File: config.mk
export PLATFORM = sky130hd
export DESIGN_NAME = vga_line_capture
export DESIGN_NICKNAME = d
export VERILOG_FILES = /design/src/rtl/vga_pkg.sv /design/src/rtl/vga_palette_decode.sv /design/src/rtl/vga_line_capture.sv
export SDC_FILE = /design/constraint.sdc
export NUM_CORES = 2
export LEC_CHECK = 0
export BUFFER_PORTS_ARGS = -buffer_cell sky130_fd_sc_hd__buf_2
export CORE_MARGIN = 2
export CORE_UTILIZATION = 40
export DETAILED_ROUTE_END_ITERATION = 8
export HOLD_SLACK_MARGIN = 0.12
export PLACE_DENSITY = 0.58
export SLEW_MARGIN = 10
export SYNTH_ARGS = -nofsm -noshare
export SYNTH_HDL_FRONTEND = slang
export SYNTH_SLANG_ARGS = --single-unit
export TNS_END_PERCENT = 1
File: constraint.sdc
create_clock -name CLK -period 32.9 [get_ports CLK]
set_input_delay 6.58 -clock CLK [delete_from_list [all_inputs] [get_ports CLK]]
set_output_delay 6.58 -clock CLK [all_outputs]
set_load 0.1 [all_outputs]
File: src/rtl/vga_pkg.sv
// Shared definitions for the VGA line-capture block: default geometry,
// palette colours and the capture state encoding.
package vga_pkg;

    localparam int H_ACTIVE = 848;
    localparam int V_ACTIVE = 480;

    typedef struct packed {
        logic [7:0] r;
        logic [7:0] g;
        logic [7:0] b;
    } rgb_t;

    localparam rgb_t PAL_BLACK = 24'h000000;
    localparam rgb_t PAL_RED   = 24'hFF0000;
    localparam rgb_t PAL_GREEN = 24'h00FF00;
    localparam rgb_t PAL_BLUE  = 24'h0000FF;

    typedef enum logic [2:0] {
        ST_IDLE,
        ST_ARMED,
        ST_SEEK,
        ST_CAPTURE,
        ST_DONE
    } cap_state_e;

endpackage

File: src/rtl/vga_palette_decode.sv
// Maps an RGB pixel onto the 2-bit capture palette; colours outside the
// palette decode to 0 and raise invalid_o.
module vga_palette_decode
    import vga_pkg::*;
(
    input  rgb_t       rgb_i,
    output logic [1:0] code_o,
    output logic       invalid_o
);

    always_comb begin
        code_o    = '0;
        invalid_o = 1'b0;
        case (rgb_i)
            PAL_BLACK: code_o = 2'd0;
            PAL_RED:   code_o = 2'd1;
            PAL_GREEN: code_o = 2'd2;
            PAL_BLUE:  code_o = 2'd3;
            default:   invalid_o = 1'b1;
        endcase
    end

endmodule

File: src/rtl/vga_line_capture.sv
// Captures one selected active line of a VGA stream into a 2-bit palette
// line buffer, readable through a registered read port.
module vga_line_capture #(
    parameter int H_ACTIVE = vga_pkg::H_ACTIVE,
    parameter int V_ACTIVE = vga_pkg::V_ACTIVE
) (
    input  logic       CLK,
    input  logic       RST_N,
    input  logic       VGA_HS,
    input  logic       VGA_VS,
    input  logic       VGA_BLANK_N,
    input  logic [7:0] VGA_R,
    input  logic [7:0] VGA_G,
    input  logic [7:0] VGA_B,
    input  logic       CAP_REQ,
    input  logic [8:0] CAP_LINE,
    output logic       CAP_BUSY,
    output logic       CAP_DONE,
    input  logic [9:0] RD_ADDR,
    output logic [1:0] RD_DATA,
    output logic       ERR_COLOR,
    output logic       ERR_TIMING,
    output logic       ERR_REQ
);
    import vga_pkg::*;

    localparam int AW = 10;
    localparam int CW = AW + 1;
    localparam int LW = 10;
    localparam logic [CW-1:0] H_LIM = CW'(H_ACTIVE);
    localparam logic [LW-1:0] V_LIM = LW'(V_ACTIVE);

    // Horizontal sync carries no information for this block.
    logic unused_hs;
    assign unused_hs = VGA_HS;

    logic       vs_q, vs_p_q, blank_q, blank_p_q;
    rgb_t       rgb_q;
    logic       vs_fall, blank_rise, blank_fall;
    logic [1:0] pix_code;
    logic       pix_bad;

    cap_state_e    state_q, state_d;
    logic [8:0]    tgt_q, tgt_d;
    logic [LW-1:0] line_cnt_q, line_cnt_d, cur_line;
    logic [CW-1:0] pix_cnt_q, pix_cnt_d;
    logic [CW-1:0] clr_cnt_q, clr_cnt_d;
    logic          err_color_q, err_color_d;
    logic          err_timing_q, err_timing_d;
    logic          err_req_q, err_req_d;
    logic [1:0]    rd_data_q;

    logic          wr_en;
    logic [AW-1:0] wr_addr;
    logic [1:0]    wr_data;
    logic [1:0]    buf_q [H_ACTIVE];

    always_ff @(posedge CLK or negedge RST_N) begin
        if (!RST_N) begin
            vs_q      <= 1'b0;
            vs_p_q    <= 1'b0;
            blank_q   <= 1'b0;
            blank_p_q <= 1'b0;
            rgb_q     <= '0;
        end else begin
            vs_q      <= VGA_VS;
            vs_p_q    <= vs_q;
            blank_q   <= VGA_BLANK_N;
            blank_p_q <= blank_q;
            rgb_q     <= {VGA_R, VGA_G, VGA_B};
        end
    end

    assign vs_fall    = vs_p_q & ~vs_q;
    assign blank_rise = ~blank_p_q & blank_q;
    assign blank_fall = blank_p_q & ~blank_q;

    vga_palette_decode u_decode (
        .rgb_i    (rgb_q),
        .code_o   (pix_code),
        .invalid_o(pix_bad)
    );

    // A rising edge coincident with frame start is line 0 of the new frame.
    always_comb begin
        cur_line   = vs_fall ? '0 : line_cnt_q;
        line_cnt_d = cur_line;
        if (blank_rise && cur_line != '1) begin
            line_cnt_d = cur_line + LW'(1);
        end
    end

    always_comb begin
        state_d      = state_q;
        tgt_d        = tgt_q;
        pix_cnt_d    = pix_cnt_q;
        clr_cnt_d    = clr_cnt_q;
        err_color_d  = err_color_q;
        err_timing_d = err_timing_q;
        err_req_d    = err_req_q;
        wr_en        = 1'b0;
        wr_addr      = '0;
        wr_data      = '0;

        // Background zero-fill while waiting; pixel writes below take the port.
        if ((state_q == ST_ARMED || state_q == ST_SEEK) && clr_cnt_q < H_LIM) begin
            wr_en     = 1'b1;
            wr_addr   = clr_cnt_q[AW-1:0];
            clr_cnt_d = clr_cnt_q + CW'(1);
        end

        case (state_q)
            ST_IDLE: begin
                if (CAP_REQ) begin
                    if ({1'b0, CAP_LINE} < V_LIM) begin
                        tgt_d        = CAP_LINE;
                        clr_cnt_d    = '0;
                        err_color_d  = 1'b0;
                        err_timing_d = 1'b0;
                        err_req_d    = 1'b0;
                        state_d      = ST_ARMED;
                    end else begin
                        err_req_d = 1'b1;
                    end
                end
            end
            ST_ARMED: begin
                if (vs_fall) begin
                    state_d = ST_SEEK;
                end
            end
            ST_SEEK: begin
                if (vs_fall) begin
                    err_timing_d = 1'b1;
                end
                if (blank_rise && cur_line == {1'b0, tgt_q}) begin
                    wr_en       = 1'b1;
                    wr_addr     = '0;
                    wr_data     = pix_code;
                    err_color_d = err_color_q | pix_bad;
                    pix_cnt_d   = CW'(1);
                    state_d     = ST_CAPTURE;
                end
            end
            ST_CAPTURE: begin
                if (vs_fall) begin
                    err_timing_d = 1'b1;
                    clr_cnt_d    = '0;
                    state_d      = ST_SEEK;
                end else if (blank_fall) begin
                    if (pix_cnt_q < H_LIM) begin
                        err_timing_d = 1'b1;
                    end
                    state_d = ST_DONE;
                end else if (blank_q) begin
                    if (pix_cnt_q < H_LIM) begin
                        wr_en       = 1'b1;
                        wr_addr     = pix_cnt_q[AW-1:0];
                        wr_data     = pix_code;
                        err_color_d = err_color_q | pix_bad;
                        pix_cnt_d   = pix_cnt_q + CW'(1);
                    end else begin
                        err_timing_d = 1'b1;
                    end
                end
            end
            ST_DONE: state_d = ST_IDLE;
            default: state_d = ST_IDLE;
        endcase
    end

    always_ff @(posedge CLK or negedge RST_N) begin
        if (!RST_N) begin
            state_q      <= ST_IDLE;
            tgt_q        <= '0;
            line_cnt_q   <= '0;
            pix_cnt_q    <= '0;
            clr_cnt_q    <= '0;
            err_color_q  <= 1'b0;
            err_timing_q <= 1'b0;
            err_req_q    <= 1'b0;
            rd_data_q    <= '0;
        end else begin
            state_q      <= state_d;
            tgt_q        <= tgt_d;
            line_cnt_q   <= line_cnt_d;
            pix_cnt_q    <= pix_cnt_d;
            clr_cnt_q    <= clr_cnt_d;
            err_color_q  <= err_color_d;
            err_timing_q <= err_timing_d;
            err_req_q    <= err_req_d;
            rd_data_q    <= ({1'b0, RD_ADDR} < H_LIM) ? buf_q[RD_ADDR] : '0;
        end
    end

    always_ff @(posedge CLK) begin
        if (wr_en) begin
            buf_q[wr_addr] <= wr_data;
        end
    end

    assign CAP_BUSY   = (state_q == ST_ARMED) || (state_q == ST_SEEK) ||
                        (state_q == ST_CAPTURE);
    assign CAP_DONE   = (state_q == ST_DONE);
    assign RD_DATA    = rd_data_q;
    assign ERR_COLOR  = err_color_q;
    assign ERR_TIMING = err_timing_q;
    assign ERR_REQ    = err_req_q;

endmodule

==> results.md <==
- Synth Flop Type: edfxtp_1
- DR pass1 iterations: 6
- Worst slew pin tran: 1260 ps
- IO buf count: 54
- Comb power frac: 0.078
- Total number of vias: 40800
- Buf+Inv Stages, Crit Path: 3
- Status: finished clean
- Switching Fraction: 0.242
- GR Overflow Total: 0
- Mapped cell area: 73500 µm²
- DRC viols: 0
- Max-cap violations: 0
- Hold-fix buffers, CTS: 0
- WS Path Type: in2reg
- Yosys cell types: 85
- Final Hold Fails: 0
- Antenna violations before repair: 9
- Switch Pwr: 0.00117 W
- Mapped Nets: 4423
- P per Cell Area: 59.0 nW/µm²
- CP max stage delay: 790 ps
- Final Util: 0.449
- Post-CTS Setup Bufs: 0
- Reg power frac: 0.512
- Relative slew slack: 0.162
- Post-DRT Antenna Nets: 0
- Crit path cell chain: buf_8 > buf_4 > buf_4 > mux4_2 > o211ai_1 > nand3_1 > a211oi_1 > a211oi_1 > a211oi_1 > o221ai_1
- Mapped Cells: 4370
- Post-cts resize count: 0
- Share of synthesized flip-flops with an asynchronous set or reset: 0.0434
- Synthesized flop and latch total: 1773
- Dpl hpwl: 112 mm
- Final worst path period share: 0.316
- Critical path endpoint category: flip-flop
- CTS tree: yes
- Clock share of power: 0.410
- Routability Congestion: 0.803
- Yosys warning count: 0
- Critical-path cell with the highest stage delay: buf_4
- Leakage: 21.8 nW
- Clock buffer depth: 3
- Min Tclk post-route: 10390 ps
- Arrival @ worst endpoint: 11060 ps
- Worst setup SP type: input port
- Vias in the first global route: 41500
- Final Max Tran Viols: 0
- Largest net degree at the start of global routing: 242
- Nets: 4435
- Design Area, Final: 82100 µm²
- Post-synth EDFFs: 1696
- Post-synthesis sequential area ratio: 0.719
- Worst-skew pair later-pin latency: 820 ps
- Root buf cell: clkbuf_16
- First-pass GRT wire length: 292 mm
- Hold WC Path Type: reg2reg
- Setup TNS: 0 ps
- Die extent in y: 433 µm
- Met2 Track Usage GR: 0.361
- Critical path's top delay family: buffers and inverters
- Maximum clock frequency: 96.2 MHz
- Core area: 183000 µm²
- Most Frequent Cell on Critical Path: a211oi_1
- Final Non-Filler Cells: 6998
- Top Usage Layer GRT: met2
- Drt wl/cell: 28.9 µm
- Initial Util: 0.402
- Cell-internal power: 0.00367 W
- GRT Total Usage: 0.217
- RSZ-0062 raised after global routing: no
- Peak supply drop: 0.0692 mV
- Io pins: 56
- Mean Syn Cell Area: 16.8 µm²
- Final setup vio count: 0
- Clock slew at reported path FFs: 60 ps
- Worst-case hold slack: 404 ps
- Starting DRT DRC Count: 4896
- Clk sinks: 1773
- Worst-path maximum fanout: 69
- Routed WL: 202 mm
- Global-route track usage on met1: 0.297
- Post-placement cell count: 6664
- Final Skew: 33.7 ps
- H-tree levels: 4
- CTS Buf Count: 180
- Die Span X: 433 µm
- Die ar.: 187000 µm²
- Site row count: 157
- Dpl cell area: 76400 µm²
- WP data required: 33570 ps
- P&R area growth vs syn: 11.7%
- M3 GR Usage: 0.0302
- DR vias/cell: 5.83
- Share of layout cells above drive strength 1: 0.197
[metal layers]
| metal | share of wire | up-vias |
|---|---|---|
| li1 | - | 17300 |
| met1 | 0.41 | 21600 |
| met2 | 0.50 | 1644 |
| met3 | 0.069 | 289 |
| met4 | 0.026 | 0 |
| met5 | 0 | - |
[state kept, by name, indices dropped and copies added, names as in the netlist]
signal,count
ERR_COLOR,1
ERR_REQ,1
ERR_TIMING,1
RD_DATA,2
blank_p_q,1
blank_q,1
buf_q,1696
clr_cnt_q,11
line_cnt_q,10
pix_cnt_q,11
rgb_q,24
state_q,3
tgt_q,9
vs_p_q,1
vs_q,1
[path summary, 6_finish.rpt]
check | startpoint | to | depth (start not counted) | slack (ps)
hold / removal | vs_q | vs_p_q | 0 | 400
setup reg to reg | vs_p_q | buf_q[131][1] | 11 | 27440
max in group asynchronous | RST_N | RD_DATA[1] | 1 | 26280
hold reg to reg | vs_q | vs_p_q | 0 | 400
setup / recovery | RD_ADDR[0] | RD_DATA[0] | 10 | 22510
min in group asynchronous | RST_N | tgt_q[7] | 1 | 5960
[per-stage QoR]
stage               setup slack, ps  power (W)
global route                  22210    0.00498
detailed placement            21600    0.00290
CTS                           22480    0.00487
floorplan                      3620    0.00274
global placement              21590    0.00290
finish                        22510    0.00484
[cells in the final DEF (no fill, tap or decap), types with 54 or more instances in the layout]
cell type  Yosys  layout
edfxtp_1    1696    1696
nor2_1       741     738
mux4_2       369     369
clkbuf_16      0     188
mux2i_1      186     186
nor3_1       178     178
nand2_1      132     130
buf_4         37     121
dfrtp_1       77      77
nand4_1       61      61
clkbuf_1     205      54
[power by group through the flow]
stage	combinational [W]	sequential, W	clock (W)
after floorplan	0.000215	0.00253	0
after global routing	0.000397	0.00248	0.00210
after detailed placement	0.000379	0.00253	0
final	0.000379	0.00248	0.00198
after CTS	0.000379	0.00248	0.00201
after global placement	0.000376	0.00253	0
[area by class of cell]
type	instances	area, µm²
clock buffer	252	5040
inverter	19	75.1
sequential	1773	52900
multi-input combinational	2230	19100
timing repair buffer	178	1290
tap	2464	3080
clock inverter	80	634
fill	15900	101000
antenna	2	5.00
[synth_stat cells, drive strengths merged, types with 3 or more instances]
library cell  number  area share
a31oi             20      0.0017
buf              143       0.011
a2111oi            8      0.0015
a221oi            43      0.0054
a211oi            25      0.0026
clkbuf           205       0.010
mux4             369        0.11
a32o               3     0.00041
a221o             20      0.0027
nand4             64      0.0059
a211o              4     0.00048
clkinv             4     0.00022
xnor2              6     0.00072
and3              11     0.00094
mux2i            186       0.025
nand2b            19      0.0017
a32oi              4     0.00058
nor3             178       0.012
a41oi              3     0.00036
edfxtp          1696        0.69
nand3             56      0.0049
nor2b             19      0.0018
and2               8     0.00068
o2111ai            5     0.00060
mux2              11      0.0017
or4                5     0.00056
nand2            133      0.0068
o21a               5     0.00051
dfrtp             77       0.026
o211ai            17      0.0017
ha                 4     0.00068
a21oi             50      0.0034
o221ai             3     0.00036
o21ai             44      0.0030
inv               15     0.00077
o31ai             13      0.0013
xor2              18      0.0021
o22ai             10     0.00094
nor4              17      0.0014
nor2             771       0.040
o41ai              4     0.00083
or2                6     0.00051
a311oi             5     0.00077
a22oi             37      0.0038
[logic make-up after synthesis]
kind of cell,share of synthesized area
compound gates,0.0355
flops,0.719
mux,0.140
simple gates,0.0786
xor+xnor,0.00286
fa+ha+maj,0.000681
buf+inv,0.0229
(Power assumes the default switching activity.)
